**config.mk**
```make
export PLATFORM = sky130hd
export DESIGN_NAME = trigger_sequencer
export DESIGN_NICKNAME = d
export VERILOG_FILES = /design/src/rtl/trigger_sequencer.sv
export SDC_FILE = /design/constraint.sdc
export NUM_CORES = 1
export LEC_CHECK = 0
export BUFFER_PORTS_ARGS = -buffer_cell sky130_fd_sc_hd__buf_4
export CORE_UTILIZATION = 30
export CTS_CLUSTER_SIZE = 20
export DETAILED_ROUTE_END_ITERATION = 16
export HOLD_SLACK_MARGIN = 0.1
export SYNTH_ARGS = -nofsm -noshare
export SYNTH_HDL_FRONTEND = slang
export SYNTH_SLANG_ARGS = --single-unit
```
**constraint.sdc**
```tcl
create_clock -name clk -period 4.21 [get_ports clk]
set_input_delay 0.6315 -clock clk [delete_from_list [all_inputs] [get_ports clk]]
set_output_delay 0.6315 -clock clk [all_outputs]
set_load 0.03 [all_outputs]
```
**src/rtl/trigger_sequencer.sv**
```systemverilog
// trigger_sequencer
//   Multi-stage controller for a single trigger block. For each stage it loads
//   one config slot onto the trigger's cfg inputs, waits for a trigger_out
//   rising edge, then moves on to the next stage. When the last stage fires it
//   pulses seq_trig, waits out a holdoff, and then either rearms or goes idle.
//   While a stage above 0 is armed, an optional timeout restarts the sequence
//   from stage 0.
//
// Optional feature (compile-time macro SEQ_TRIG_COUNT_EN):
//   defined   : seq_trig_count counts seq_trig pulses and saturates at 16'hFFFF
//   undefined : seq_trig_count is tied to 0 and no counter is built
//
// Ports
//   clk, rst_n_sync        clock, asynchronous active-low reset
//   arm, abort             1-clk host pulses (abort has priority)
//   cfg_num_stages         index of the last stage (clamped to NUM_STAGES-1)
//   cfg_stage              NUM_STAGES packed slots of 24 bits:
//                          {lne, tb[2:0], c2[7:0], c1[7:0], type[2:0], pos}
//   cfg_timeout            inter-stage timeout in clks, 0 = disabled
//   cfg_holdoff            clks after the final trigger_out low before rearm
//   cfg_auto_rearm         1: restart at stage 0 after holdoff, 0: go idle
//   trigger_out            output of the trigger block
//   trg_cfg_*              config driven into the trigger block
//   seq_trig               1-clk pulse when the final stage fires
//   stage_idx, busy        current stage, state != IDLE
//   timeout_flag           sticky, cleared when arm is accepted
//   seq_trig_count         seq_trig pulse count (see macro above)
//
// state    | meaning
// ---------+----------------------------------------------------------------
// IDLE     | trigger disabled, waiting for arm
// LOAD     | one clk: copy slot[stage_idx] onto trg_cfg_*, reload timeout
// ARM      | waiting for a trigger_out rising edge (or a timeout)
// WAIT_LOW | stage advanced or timed out; wait for trigger_out low
// HOLDOFF  | final stage fired; wait for low, then count cfg_holdoff clks
module trigger_sequencer #(
  parameter int  NUM_STAGES = 4,
  parameter int  TO_W       = 24,
  parameter int  HO_W       = 16,
  localparam int STG_W      = (NUM_STAGES > 1) ? $clog2(NUM_STAGES) : 1
) (
  input  logic                     clk,
  input  logic                     rst_n_sync,
  input  logic                     arm,
  input  logic                     abort,
  input  logic [STG_W-1:0]         cfg_num_stages,
  input  logic [NUM_STAGES*24-1:0] cfg_stage,
  input  logic [TO_W-1:0]          cfg_timeout,
  input  logic [HO_W-1:0]          cfg_holdoff,
  input  logic                     cfg_auto_rearm,
  input  logic                     trigger_out,
  output logic                     trg_cfg_enable,
  output logic                     trg_cfg_positive,
  output logic [2:0]               trg_cfg_type,
  output logic [7:0]               trg_cfg_count1,
  output logic [7:0]               trg_cfg_count2,
  output logic [2:0]               trg_cfg_time_base,
  output logic                     trg_cfg_longer_no_edge,
  output logic                     seq_trig,
  output logic [STG_W-1:0]         stage_idx,
  output logic                     busy,
  output logic                     timeout_flag,
  output logic [15:0]              seq_trig_count
);

  localparam logic [2:0] ST_IDLE     = 3'd0;
  localparam logic [2:0] ST_LOAD     = 3'd1;
  localparam logic [2:0] ST_ARM      = 3'd2;
  localparam logic [2:0] ST_WAIT_LOW = 3'd3;
  localparam logic [2:0] ST_HOLDOFF  = 3'd4;

  localparam logic [STG_W-1:0] STG_MAX = STG_W'(NUM_STAGES - 1);

  logic [2:0]       state;
  logic             trigger_out_q;
  logic             trig_rise;
  logic [STG_W-1:0] last_stage;
  logic [STG_W-1:0] num_clamped;
  logic [TO_W-1:0]  to_lat;
  logic [TO_W-1:0]  to_cnt;
  logic [HO_W-1:0]  ho_lat;
  logic [HO_W-1:0]  ho_cnt;
  logic             ho_low;
  logic [23:0]      slot;
  logic [23:0]      slot_arr [NUM_STAGES];

  for (genvar g = 0; g < NUM_STAGES; g++) begin : g_slot
    assign slot_arr[g] = cfg_stage[g*24 +: 24];
  end

  assign slot        = slot_arr[stage_idx];
  assign trig_rise   = trigger_out & ~trigger_out_q;
  assign busy        = (state != ST_IDLE);
  assign num_clamped = (int'(cfg_num_stages) > NUM_STAGES - 1) ? STG_MAX : cfg_num_stages;

  always_ff @(posedge clk or negedge rst_n_sync) begin
    if (!rst_n_sync) begin
      state                  <= ST_IDLE;
      trigger_out_q          <= 1'b0;
      stage_idx              <= '0;
      last_stage             <= '0;
      to_lat                 <= '0;
      to_cnt                 <= '0;
      ho_lat                 <= '0;
      ho_cnt                 <= '0;
      ho_low                 <= 1'b0;
      seq_trig               <= 1'b0;
      timeout_flag           <= 1'b0;
      trg_cfg_enable         <= 1'b0;
      trg_cfg_positive       <= 1'b0;
      trg_cfg_type           <= '0;
      trg_cfg_count1         <= '0;
      trg_cfg_count2         <= '0;
      trg_cfg_time_base      <= '0;
      trg_cfg_longer_no_edge <= 1'b0;
    end else begin
      trigger_out_q <= trigger_out;
      seq_trig      <= 1'b0;
      if (abort) begin
        state          <= ST_IDLE;
        stage_idx      <= '0;
        trg_cfg_enable <= 1'b0;
      end else begin
        case (state)
          ST_IDLE: begin
            if (arm) begin
              timeout_flag   <= 1'b0;
              last_stage     <= num_clamped;
              to_lat         <= cfg_timeout;
              ho_lat         <= cfg_holdoff;
              stage_idx      <= '0;
              trg_cfg_enable <= 1'b1;
              state          <= ST_LOAD;
            end
          end
          ST_LOAD: begin
            trg_cfg_longer_no_edge <= slot[23];
            trg_cfg_time_base      <= slot[22:20];
            trg_cfg_count2         <= slot[19:12];
            trg_cfg_count1         <= slot[11:4];
            trg_cfg_type           <= slot[3:1];
            trg_cfg_positive       <= slot[0];
            // down-counter expires at 0, i.e. on the cfg_timeout-th clk in ARM
            to_cnt                 <= to_lat - TO_W'(1);
            state                  <= ST_ARM;
          end
          ST_ARM: begin
            if (trig_rise) begin
              if (stage_idx == last_stage) begin
                seq_trig <= 1'b1;
                ho_cnt   <= ho_lat;
                ho_low   <= 1'b0;
                state    <= ST_HOLDOFF;
              end else begin
                stage_idx <= stage_idx + STG_W'(1);
                state     <= ST_WAIT_LOW;
              end
            end else if (stage_idx != '0 && to_lat != '0) begin
              if (to_cnt == '0) begin
                timeout_flag <= 1'b1;
                stage_idx    <= '0;
                state        <= ST_WAIT_LOW;
              end else begin
                to_cnt <= to_cnt - TO_W'(1);
              end
            end
          end
          ST_WAIT_LOW: begin
            if (!trigger_out) state <= ST_LOAD;
          end
          ST_HOLDOFF: begin
            // once trigger_out has been seen low, keep counting regardless of
            // further pulses so they cannot stretch the holdoff
            if (ho_low || !trigger_out) begin
              if (ho_cnt == '0) begin
                stage_idx      <= '0;
                trg_cfg_enable <= cfg_auto_rearm;
                state          <= cfg_auto_rearm ? ST_LOAD : ST_IDLE;
              end else begin
                ho_cnt <= ho_cnt - HO_W'(1);
                ho_low <= 1'b1;
              end
            end
          end
          default: begin
            state          <= ST_IDLE;
            stage_idx      <= '0;
            trg_cfg_enable <= 1'b0;
          end
        endcase
      end
    end
  end

`ifdef SEQ_TRIG_COUNT_EN
  always_ff @(posedge clk or negedge rst_n_sync) begin
    if (!rst_n_sync) begin
      seq_trig_count <= '0;
    end else if (seq_trig && seq_trig_count != 16'hFFFF) begin
      seq_trig_count <= seq_trig_count + 16'd1;
    end
  end
`else
  assign seq_trig_count = 16'd0;
`endif

endmodule

```
==> results.md, run 1 <==
- The run finished with clean final reports.
- The die area is 23480 sq um.
- The tool flagged a number of max-cap violations equal to 0.
- Counting the fill cells in the layout gives 2183.
- Counting flops with an async set or reset pin after synthesis yields a share of 100.0%.
- Of all cell types, the one taking the most synthesized area is dfrtp_1.
- The gate count of the mapped netlist is 695.
- Sorting the synthesized cells by area gives the leading types as dfrtp_1, mux4_2, mux2_2.
- The worst path meets setup with 1.364 ns of slack.
- The largest fanout of any net on the critical path is 11.
- The netlist area before placement is 6862 sq um.
- Dividing the detail-routed wire length by the instance count gives 15.95 um.
- The number of setup buffers added after CTS is 0.
- In this run the core area contains 54 standard-cell rows.
- After synthesis, the largest area contributor takes up 42.30% of total cell area.
- Data on the critical path arrives at its endpoint at 3.16 ns.
- Sequential cells were found to cover 42.30% of the synthesized design area.
- Using the TritonRoute via totals, the vias-per-cell ratio works out to 5.148.
- In the layout the commonest cells are buf_4, dfrtp_1, nand2_1.
- For this design the top-level I/O count stands at 190.
- The type of the worst min-delay path is in2async.
- The TritonCTS clock tree is yes.
- The relative slew slack is 27.94%.
- The critical path's slowest cell is dfrtp_1.
- Cells fill 40.38% of the core in the end.
- The final antenna-violating net count is 0.
- For this design the static power due to leakage is 3.859 nW.
- The number of buffers and inverters on the critical path is 1.
- Total power for the finished layout comes to 5.082 mW.
- Synthesis instantiated 68 different standard cells from the library.
- The via count of the first global-routing pass is 5746.
- The synthesized area divided by synthesized cell count is 9.873 sq um.
- After clock tree synthesis, the clock-pin slew on the worst setup and hold paths is 0.06 ns.
- The cell sitting at the root of the clock tree is a clkbuf_16.
- The count of H-tree levels built during CTS is 4.
- The smallest clock period supported by the final layout is computed as 2.846 ns.
- The signal on the critical path passes through nor3b_2 > mux2i_1 > ha_1 > inv_1 > a211oi_2 > a21boi_2 > nand2_1 > o21a_1 > a211oi_1.
- The total number of cells along the worst setup path is 9.
- The effective utilization at floorplan is 31.06%.
- In this run, post-CTS repair resized a total of 0 instances.
- Clock tree synthesis inserted a total of 17 buffers.
- Port buffering added 173 buffers.
- For this run, design rule violations remaining after detail routing come to 0.
- After legalization and detailed placement, the total HPWL measured 12.91 mm.
- The routed layout has 5910 vias.
- For this design the ratio of total power to cell area is 569.6 nW/um^2.
- The worst setup path is captured at a register.
- After the first detailed-routing iteration, the DRC count stood at 373.
- The final hold slack is 0.3478 ns.
- The footprint of the flip-flops and latches is 2904 sq um.
- The routed wire length is 18.31 mm.
- The clock passes through at most 2 buffers.
- The critical path is of the reg2reg type.
- Cells with a size suffix above 1 make up 36.29% of the layout.
- The post-layout net count is 1003.
- The number of antenna diodes in the final layout is 0.
- Across the VDD grid, the largest voltage drop is 264.9 uV.
- The number of pins with negative max-slew slack in the final report was 0.
- Clock skew on the completed layout was measured at 0.006779 ns.
- The delay of the slowest cell on the worst path is 0.51 ns.
- Entering global routing, the biggest net connects 67 pins.
- The most used flip-flop cell after synthesis is dfrtp_1.
- In this run, synthesis produced a sequential element count of 116.
- The area overhead of the layout relative to synthesis is 30.01%.
- The global-route usage over all layers is 15.90%.
- The count of final setup violators is 0.
- The number of endpoints with negative hold slack in the final report is 0.
- The slew at the pin closest to its max-slew limit is 1.075 ns.
- The overall die height is 153.2 um.
- The kind of cell with the highest combined delay along the critical path is compound AO/OA/AOI/OAI gates.
- Clock tree synthesis found a total of 116 sinks.
- Timing analysis after detailed placement gives a worst setup slack of 1.416 ns.
- The area of the core is 22090 sq um.
- Data on the critical path is required at its endpoint by 4.52 ns.
- Leaving out fill and tap cells, the most frequent cell in the layout is buf_4.
- For this run the aggregate overflow at the end of global routing stands at 0.
- The congestion estimate from routability-driven global placement came to 0.8020.
- The horizontal extent of the die is 153.2 um.
- The worst reg-to-reg path cell count is 9.
- Setup repair after global routing left no endpoint under its margin.
- The initial antenna violation count is 0.
- The first global-routing pass estimated 29.54 mm of wire.
- The upper clock frequency limit is 0.3514 GHz.
- For this run, the number of Yosys warnings is 0.
- The synthesized design contains 0 enable-type register cells.
- The startpoint type of the worst setup path is a register.
- In this run, post-CTS hold repair placed 0 buffers.
- Summing all multi-input logic gate instances after layout gives 3666 sq um.
- The clock insertion delay at the later pin of the skew report is 0.41 ns.
- After layout, the worst path uses 67.59% of the clock period.
- The number of iterations in the first detailed-routing pass is 4.
- The aggregate negative setup slack is 0 ns.
per-stage QoR:
| step | cells | instance area [sq um] |
|---|---|---|
| after floorplan | 710 | 6918 |
| after global placement | 1116 | 8358 |
| after detailed placement | 1116 | 8358 |
| after CTS | 1148 | 8921 |
| after global routing | 1148 | 8921 |
| final | 1148 | 8921 |
routing by layer:
layer	vias up	GRT usage, %	share of wire (%)
met2	163	27.05	50
met5	-	0	0
li1	2852	-	-
met4	0	4.137	0.85
met1	2885	19.79	44
met3	10	4.366	5.3
cell type report:
cell class              instances  area share [%]
clock inverters                12           1.192
clock buffers                  20           5.119
repair buffers                185           15.57
multi-input cells             522           41.09
inverters                      13          0.5470
flip-flops and latches        116           32.55
well taps                     280           3.927
report_power, final:
part           leakage (nW)  switching, mW  internal (mW)  total, mW
Clock                 0.268          0.523          0.840       1.36
Combinational          2.18          0.914          0.792       1.71
Sequential             1.41          0.456           1.56       2.01
Total                  3.86           1.89           3.19       5.08
state kept, by name, indices dropped and copies added, names as in the netlist, 2 cells and up:
| signal | count |
|---|---|
| stage_idx | 2 |
| to_lat | 24 |
| to_cnt | 24 |
| trg_cfg_count2 | 8 |
| ho_cnt | 16 |
| last_stage | 2 |
| trg_cfg_time_base | 3 |
| state | 3 |
| ho_lat | 16 |
| trg_cfg_type | 3 |
| trg_cfg_count1 | 8 |
synth_stat cells, types with 4 or more instances:
master     count
nor3_2         4
clkbuf_1      25
nor2_1        53
a211oi_1       5
or3_1          8
a31oi_1        5
o21ai_0       30
a211oi_2      10
o211ai_1       4
mux2i_1       15
a21oi_1       26
nor4_1        13
o22ai_1       19
mux2_2        44
and2_1         4
mux4_2        24
buf_2         10
o2bb2ai_1      6
nor3_1        36
nand2b_1       5
ha_1           4
nand3_1       20
buf_4         17
dfrtp_1      116
nand2_1      111
a22oi_1        4
buf_1          4
inv_1         13
cell families after synthesis:
group | count (synthesis) | synth area share [%]
flops | 116 | 42.30
fa+ha+maj | 4 | 0.7294
xor+xnor | 4 | 0.5107
other cells | 1 | 0.05465
mux | 83 | 17.29
simple gates | 271 | 18.56
compound gates | 144 | 15.17
buf+inv | 72 | 5.379
path summary, 6_finish.rpt:
check,startpoint,endpoint,slack (ns)
setup / recovery,state[1]$_DFFE_PN0P_,to_cnt[20]$_DFFE_PN0P_,1.36
setup reg to reg,state[1]$_DFFE_PN0P_,to_cnt[20]$_DFFE_PN0P_,1.36
hold / removal,rst_n_sync,to_lat[4]$_DFFE_PN0P_,0.35
hold reg to reg,trg_cfg_count2[6]$_DFFE_PN0P_,trg_cfg_count2[6]$_DFFE_PN0P_,0.47
min in group clk,trigger_out,trigger_out_q$_DFF_PN0_,0.37
max in group asynchronous,rst_n_sync,to_lat[17]$_DFFE_PN0P_,2.92
Power figures use the tool's default switching activity.
==> run 2: changes to the inputs <==
clock period = 2.7 ns   (was 4.21 ns; I/O delays follow)
==> run 2 against run 1 <==
  * Power is 62% higher
  * Routed wire length is 0.96% higher
  * Final area is 3.0% higher
  * Critical endpoint is now to_cnt[7]$_DFFE_PN0P_
  * Largest cell class unchanged
==> results.md, run 2 (synthesis gave the netlist of run 1 again) <==
- Leading cell types in the layout, fill and taps excluded: buf_4, dfrtp_1, nand2_1 (unchanged).
- The antenna diode count is 0 (unchanged).
- The TritonCTS clock tree is yes (unchanged).
- The relative slew slack is 50.65% (was 27.94%).
- The maximum number of pins on one net before global-route repair is 99 (was 67).
- The final routed DRC violation total is 0 (unchanged).
- The share of post-route cells with drive strength above 1 came to 38.43% (was 36.29%).
- The worst reg2reg path endpoint is to_cnt[7]$_DFFE_PN0P_ (was to_cnt[20]$_DFFE_PN0P_).
- The final clock period utilization by the worst path is 94.48% (was 67.59%).
- The effective utilization at floorplan came to 31.06% (unchanged).
- The total half-perimeter wirelength after legalization and detailed placement was 13.37 mm (was 12.91 mm).
- The upper clock frequency limit is 0.3920 GHz (was 0.3514 GHz).
- The largest fanout of any net on the critical path came to 14 (was 11).
- The number of primary I/O pins is 190 (unchanged).
- The number of port buffers is 173 (unchanged).
- The number of violations reported at the end of detailed-routing iteration 0 is 330 (was 373).
- The number of sinks on the clock net is 116 (unchanged).
- The clock insertion delay at the later pin of the skew report is 0.42 ns (was 0.41 ns).
- The count of final setup violators came to 0 (unchanged).
- The area of the core is 22090 sq um (unchanged).
- The count of cells along the worst hold path is 1.
- The routed wire length is 18.49 mm (was 18.31 mm).
- The worst hold path begins at trigger_out.
- The die area is 23480 sq um (unchanged).
- The detailed-route wire length per cell is 15.80 um (was 15.95 um).
- The critical path data arrival time is 2.82 ns (was 3.16 ns).
- The initial antenna violation count is 0 (unchanged).
- The total via count in the routed design was 6013 (was 5910).
- The horizontal extent of the die is 153.2 um (unchanged).
- The number of CTS-inserted buffers is 17 (unchanged).
- The total of max-cap violations came to 0 (unchanged).
- The internal reg-to-reg setup slack is 0.15 ns (was 1.36 ns).
- The count of H-tree levels built during CTS came to 4 (unchanged).
- The ratio of total power to cell area is 897.6 nW/um^2 (was 569.6 nW/um^2).
- The most frequent standard cell in the layout excluding fill and tap cells is buf_4 (unchanged).
- The overall die height was 153.2 um (unchanged).
- Registers with the most flip-flops: to_cnt (24), to_lat (24) (unchanged).
- The number of iterations in the first detailed-routing pass is 5 (was 4).
- The clock tree root driver cell is clkbuf_16 (unchanged).
- The placement-stage cell area is 8564 sq um (was 8358 sq um).
- The clock period minus worst slack came to 2.551 ns (was 2.846 ns).
- The number of pins with negative max-slew slack in the final report is 0 (unchanged).
- The global placement routability congestion came to 0.8235 (was 0.8020).
- The final antenna-violating net count came to 0 (unchanged).
- The via count of the first global-routing pass is 6002 (was 5746).
- The maximum vdd ir drop is 439.8 uV (was 264.9 uV).
- The slew at the pin closest to its max-slew limit is 0.7396 ns (was 1.075 ns).
- The area of all placed cells without fillers is 9189 sq um (was 8921 sq um).
- The worst hold endpoint is trigger_out_q$_DFF_PN0_.
- The number of rows created at floorplan was 54 (unchanged).
- The aggregate negative setup slack was 0 ns (unchanged).
- Setup repair after global routing missed its margin: no (unchanged).
- The leakage power of the design came to 4.005 nW (was 3.859 nW).
- The remaining global-route overflow came to 0 (unchanged).
- The endpoint required time on the critical path is 2.97 ns (was 4.52 ns).
- The type of the worst min-delay path is in2reg (was in2async).
- The detail-routed via count per cell came to 5.139 (was 5.148).
- The area overhead of the layout relative to synthesis is 33.92% (was 30.01%).
- The number of endpoints with negative hold slack in the final report is 0 (unchanged).
- The post-CTS clock slew at the launch and capture registers of the worst setup and hold paths was 0.05 ns (was 0.06 ns).
- The global-route usage over all layers was 16.23% (was 15.90%).
- The post-layout net count is 1026 (was 1003).
- The maximum root-to-sink buffer count was 2 (unchanged).
- The reg-to-reg critical path startpoint is to_lat[16]$_DFFE_PN0P_ (was state[1]$_DFFE_PN0P_).
- The setup skew after layout is 0.009369 ns (was 0.006779 ns).
- The global-route wire length before repair is 30.53 mm (was 29.54 mm).
- The critical path endpoint category is a register (unchanged).
- The worst reg-to-reg path cell count was 7 (was 9).
- Outcome: complete, no violations (unchanged).
- The category of the critical setup timing path is reg2reg (unchanged).
- The startpoint type of the worst setup path is a register (unchanged).
[run 2: cell types whose count changed in the layout (fill, tap and decap cells not counted), moves of 2 or more]
cell and delta:
buf_4 +21, clkinvlp_4 -3, bufinv_16 +2, clkbuf_8 +2, nor3_1 -2, nor3_2 +2
[run 2: worst max-delay path, cell delays in order, from the launching register on]
cell	delay, ns
dfrtp_1	0.43
or4_4	0.56
or4_4	0.45
o31ai_4	0.26
a2bb2oi_2	0.26
buf_4	0.25
o21ai_0	0.15
a31oi_1	0.06
[run 2: layer usage]
metal  up-vias  part of all wire (%)  track usage, %
li1       2890                     -               -
met1      2956                    44           20.78
met2       151                    49           26.81
met3        16                   5.2           3.884
met4         0                   1.4           5.387
met5         -                     0               0
[run 2: through the flow]
step | cells | setup slack (ns) | util, % | hold WS (ns) | total power, mW
floorplan | 710 | -0.07805 | - | 0.1094 | 4.940
global placement | 1138 | 0.2000 | 38.76 | 0.3006 | 5.900
detailed placement | 1138 | 0.1275 | 38.76 | 0.2958 | 5.960
CTS | 1170 | 0.1195 | 41.57 | 0.1224 | 8.345
global route | 1170 | 0.03920 | 41.59 | 0.1318 | 8.813
finish | 1170 | 0.1490 | 41.59 | 0.1466 | 8.248
[run 2: where the power goes]
| part | leakage, nW | total, mW | internal, mW | switching, mW |
|---|---|---|---|---|
| clock | 0.302 | 2.32 | 1.54 | 0.781 |
| combinational | 2.29 | 2.79 | 1.32 | 1.47 |
| sequential | 1.41 | 3.14 | 2.43 | 0.712 |
| total | 4.01 | 8.25 | 5.29 | 2.96 |
[run 2: worst max-delay path by stage]
| stage | slack, ns | start | cells after the start | end |
|---|---|---|---|---|
| 2_1_floorplan | -0.08 | state[0]$_DFFE_PN0P_ | 13 | to_cnt[20]$_DFFE_PN0P_ |
| 3_3_place_gp | 0.20 | to_cnt[3]$_DFFE_PN0P_ | 6 | stage_idx[0]$_DFFE_PN0P_ |
| 3_5_place_dp | 0.13 | state[0]$_DFFE_PN0P_ | 6 | ho_cnt[4]$_DFFE_PN0P_ |
| 4_1_cts | 0.12 | state[0]$_DFFE_PN0P_ | 6 | ho_cnt[4]$_DFFE_PN0P_ |
| 5_1_grt | 0.04 | state[0]$_DFFE_PN0P_ | 9 | to_cnt[16]$_DFFE_PN0P_ |
| 6_report | 0.15 | to_lat[16]$_DFFE_PN0P_ | 7 | to_cnt[7]$_DFFE_PN0P_ |
[run 2: layout make-up]
type / instances / area (sq um)
Clock buffer: 22 / 484.2
Clock inverter: 9 / 126.4
Fill cell: 2182 / 12900
Inverter: 13 / 48.80
Multi-Input combinational cell: 522 / 3699
Sequential cell: 116 / 2904
Tap cell: 280 / 350.3
Timing Repair Buffer: 208 / 1577
[run 2: repair_timing]
item,in CTS,in global routing
hold buffers,1,0
endpoints found under the setup margin,0,5
endpoints found under the hold margin,18,0
buffers inserted,0,0
gates resized for setup,0,1
==> run 3: changes to the inputs <==
ABC_AREA = 1   (was not set)
==> run 3 against run 2 <==
  * Maximum frequency up 6.8%
  * Core utilization down 2.0 points
  * Power up 20%
  * Die area up 5.2%
  * Clock power down 10%
  * Worst setup slack better by 0.16 ns
  * Global-route usage up 2.1 points
  * Synthesized cell count up 52%
  * Cell count up 32%
  * Register-to-register slack better by 0.16 ns
  * Critical path type unchanged
  * Highest routed layer unchanged
==> results.md, run 3 <==
- The count of H-tree levels built during CTS is 4 (unchanged).
- The endpoint required time on the critical path came to 3.00 ns (was 2.97 ns).
- The delay of the slowest cell on the worst path was 0.43 ns (was 0.56 ns).
- The final setup slack of the worst path is 0.3121 ns (was 0.1490 ns).
- The top flip-flop cell by instance count after synthesis is dfrtp_1 (unchanged).
- The post-CTS clock slew at the launch and capture registers of the worst setup and hold paths is 0.06 ns (was 0.05 ns).
- The horizontal extent of the die is 157.2 um (was 153.2 um).
- The amount of wire on met3 after detailed routing came to 1.351 mm (was 961 um).
- The final antenna-violating net count is 0 (unchanged).
- The leakage power of the design was 4.620 nW (was 4.005 nW).
- The post-placement cell count is 1514 (was 1138).
- The maximum number of pins on one net before global-route repair came to 53 (was 99).
- The share of the core filled with cells in the final layout is 39.63% (was 41.59%).
- The post-layout net count is 1364 (was 1026).
- The proportion of netlist area held by the largest area contributor came to 40.18% (was 42.30%).
- The source of the worst hold timing path is cfg_num_stages[1] (was trigger_out).
- Cell breakdown of the critical path: nor2_4 > nand2_4 > buf_4 > nor2_4 > nand3_2 > a21oi_4 > o21ai_0 > nand2_1 > o21ai_0 (was or4_4 > or4_4 > o31ai_4 > a2bb2oi_2 > buf_4 > o21ai_0 > a31oi_1).
- The library cell with the highest instance count after synthesis is nand2_1 (was dfrtp_1).
- The global placement routability congestion is 0.9216 (was 0.8235).
- The relative slew slack was 65.82% (was 50.65%).
- The most frequent standard cell in the layout excluding fill and tap cells was nand2_1 (was buf_4).
- The detailed-route wire length per cell came to 13.82 um (was 15.80 um).
- The total area of multi-input combinational cells is 3661 sq um (was 3699 sq um).
- The type of the worst min-delay path was in2reg (unchanged).
- Top cells by area, synth: dfrtp_1, nand2_1, nor2_1 (was dfrtp_1, mux4_2, mux2_2).
- The remaining global-route overflow is 0 (unchanged).
- Outcome: complete, no violations (unchanged).
- The overall die height was 157.2 um (was 153.2 um).
- The placement-stage cell area is 8763 sq um (was 8564 sq um).
- The sequential-to-total area share from yosys stat is 40.18% (was 42.30%).
- The routed wire length on met2 is 9.955 mm (was 9.123 mm).
- The global-route usage over all layers is 18.34% (was 16.23%).
- The number of rows created at floorplan is 56 (was 54).
- The ratio of total power to cell area is 1064 nW/um^2 (was 897.6 nW/um^2).
- The die area is 24710 sq um (was 23480 sq um).
- The netlist area before placement came to 7224 sq um (was 6862 sq um).
- The number of violations reported at the end of detailed-routing iteration 0 came to 368 (was 330).
- The antenna diode count was 0 (unchanged).
- The number of filler cells placed in the layout is 2531 (was 2182).
- Leading cell types in the layout, fill and taps excluded: nand2_1, nor2_1, buf_4 (was buf_4, dfrtp_1, nand2_1).
- The slew at the pin closest to its max-slew limit came to 0.5073 ns (was 0.7396 ns).
- The final instance count without filler cells is 1548 (was 1170).
- The number of pins with negative max-slew slack in the final report is 0 (unchanged).
- The number of warnings printed during yosys synthesis is 0 (unchanged).
- The global-route wire length before repair is 35.03 mm (was 30.53 mm).
- The area of all placed cells without fillers came to 9329 sq um (was 9189 sq um).
- The aggregate negative setup slack is 0 ns (unchanged).
- The routed wire length came to 21.40 mm (was 18.49 mm).
- The dominant cell type by area after synthesis was dfrtp_1 (unchanged).
- The category of the critical setup timing path is reg2reg (unchanged).
- The fraction of registers with async set or reset after synthesis is 100.0% (unchanged).
- The number of CTS-inserted buffers was 17 (unchanged).
- The total half-perimeter wirelength after legalization and detailed placement was 16.20 mm (was 13.37 mm).
- The footprint of the flip-flops and latches is 2903 sq um (was 2904 sq um).
- The total of max-cap violations came to 0 (unchanged).
- The share of post-route cells with drive strength above 1 is 20.91% (was 38.43%).
- The upper clock frequency limit is 0.4188 GHz (was 0.3920 GHz).
- Setup repair after global routing missed its margin: no (unchanged).
- The post-placement worst setup slack came to 0.3366 ns (was 0.1275 ns).
- The detail-routed via count per cell was 4.645 (was 5.139).
- The critical path's slowest cell was dfrtp_1 (was or4_4).
- The count of cells along the worst hold path came to 3 (was 1).
- The clock period minus worst slack came to 2.388 ns (was 2.551 ns).
- The number of iterations in the first detailed-routing pass was 6 (was 5).
- The clock insertion delay at the later pin of the skew report came to 0.42 ns (about the same).
- The internal reg-to-reg setup slack is 0.31 ns (was 0.15 ns).
- The number of port buffers is 173 (unchanged).
- The maximum root-to-sink buffer count is 2 (unchanged).
- The maximum vdd ir drop is 434.1 uV (was 439.8 uV).
- The final routed DRC violation total is 0 (unchanged).
- The gate count of the mapped netlist came to 1058 (was 695).
- The critical path data arrival time came to 2.68 ns (was 2.82 ns).
- The top metal layer carrying routed signals is met4 (unchanged).
- The area overhead of the layout relative to synthesis is 29.13% (was 33.92%).
- The area of the core is 23540 sq um (was 22090 sq um).
- The critical path endpoint category was a register (unchanged).
- The effective utilization at floorplan came to 30.69% (was 31.06%).
- The largest fanout of any net on the critical path is 23 (was 14).
- The TritonCTS clock tree is yes (unchanged).
- The post-synthesis cell type count is 37 (was 68).
- The clock tree root driver cell was clkbuf_16 (unchanged).
- Registers with the most flip-flops: to_cnt (24), to_lat (24) (unchanged).
- The final clock period utilization by the worst path is 88.44% (was 94.48%).
- The total via count in the routed design came to 7190 (was 6013).
- The setup skew after layout came to 0.01213 ns (was 0.009369 ns).
- The detailed-route wire length on metal 1 was 9.586 mm (was 8.153 mm).
- The via count of the first global-routing pass was 6858 (was 6002).
- The number of buffers and inverters on the critical path was 1 (unchanged).
- The worst reg2reg path endpoint was ho_cnt[6]$_DFFE_PN0P_ (was to_cnt[7]$_DFFE_PN0P_).
- Leading post-synthesis cells by instance count: nand2_1, nor2_1, dfrtp_1, o21ai_0 (was dfrtp_1, nand2_1, nor2_1, mux2_2, nor3_1).
- The initial antenna violation count is 0 (unchanged).
- The startpoint type of the worst setup path is a register (unchanged).
- The synthesized area divided by synthesized cell count came to 6.828 sq um (was 9.873 sq um).
- The number of sinks on the clock net came to 116 (unchanged).
- The number of primary I/O pins came to 190 (unchanged).
- The number of endpoints with negative hold slack in the final report is 0 (unchanged).
- The worst reg-to-reg path cell count is 9 (was 7).
- The count of final setup violators is 0 (unchanged).
- The reg-to-reg critical path startpoint is state[2]$_DFFE_PN0P_ (was to_lat[16]$_DFFE_PN0P_).
- The cell class contributing the biggest share of worst-path delay is simple AND/OR/NAND/NOR gates (unchanged).
- The number of synthesized flops with an enable pin is 0 (unchanged).
- The worst hold endpoint is last_stage[1]$_DFFE_PN0P_ (was trigger_out_q$_DFF_PN0_).
- The flip-flop and latch count after synthesis is 116 (unchanged).
run 3: where the power goes:
part / switching (mW) / internal [mW] / leakage, nW / total, mW
Clock: 0.884 / 1.20 / 0.259 / 2.08
Combinational: 3.18 / 1.63 / 2.95 / 4.81
Sequential: 0.515 / 2.52 / 1.41 / 3.04
run 3: cells by family after synthesis:
group | count (synthesis) | share of synthesized area, %
AOI/OAI and AO/OA | 175 | 13.04
xor gates and xnor gates | 15 | 1.819
adders and majority gates | 4 | 0.6928
buffers and inverters | 161 | 10.13
DFF | 116 | 40.18
other | 1 | 0.05191
and+or+nand+nor | 586 | 34.08
run 3: timing repair:
action	CTS	global route
hold buffers	2	0
endpoints found under the hold margin	31	0
resized for setup	0	0
buffers inserted	0	0
run 3: how the worst max path moves through the flow:
stage	startpoint	end	slack, ns	depth (start not counted)
after floorplan	stage_idx[0]$_DFFE_PN0P_	to_cnt[14]$_DFFE_PN0P_	0.52	12
after global placement	state[2]$_DFFE_PN0P_	ho_cnt[6]$_DFFE_PN0P_	0.39	9
after detailed placement	state[2]$_DFFE_PN0P_	ho_cnt[6]$_DFFE_PN0P_	0.34	9
after CTS	state[2]$_DFFE_PN0P_	ho_cnt[6]$_DFFE_PN0P_	0.32	9
after global routing	state[2]$_DFFE_PN0P_	ho_cnt[6]$_DFFE_PN0P_	0.11	9
final	state[2]$_DFFE_PN0P_	ho_cnt[6]$_DFFE_PN0P_	0.31	9
run 3: layout make-up:
cell class                      instances  share of cell area [%]
Tap cell                              319                   4.278
Multi-Input combinational cell        796                   39.24
Timing Repair Buffer                  192                   15.77
Clock buffer                           18                   4.708
Clock inverter                         14                   1.140
Sequential cell                       116                   31.12
Inverter                               93                   3.742
run 3: routing by layer:
layer / global-route usage, % / vias up
met5: 0 / -
met4: 6.889 / 0
met3: 4.928 / 26
met2: 29.52 / 237
met1: 23.40 / 3250
li1: - / 3677
run 3: worst register-to-register path, stage by stage (launching register included):
cell     delay [ns]
dfrtp_1        0.43
nor2_4         0.32
nand2_4        0.20
buf_4          0.27
nor2_4         0.15
nand3_2        0.19
a21oi_4        0.41
o21ai_0        0.15
nand2_1        0.07
o21ai_0        0.07
run 3: stage by stage:
step / total power, mW / hold WS, ns
4_1_cts: 9.986 / 0.1634
6_report: 9.928 / 0.1785
2_1_floorplan: 6.406 / 0.1094
5_1_grt: 10.78 / 0.1807
3_3_place_gp: 7.810 / 0.3981
3_5_place_dp: 7.846 / 0.3916
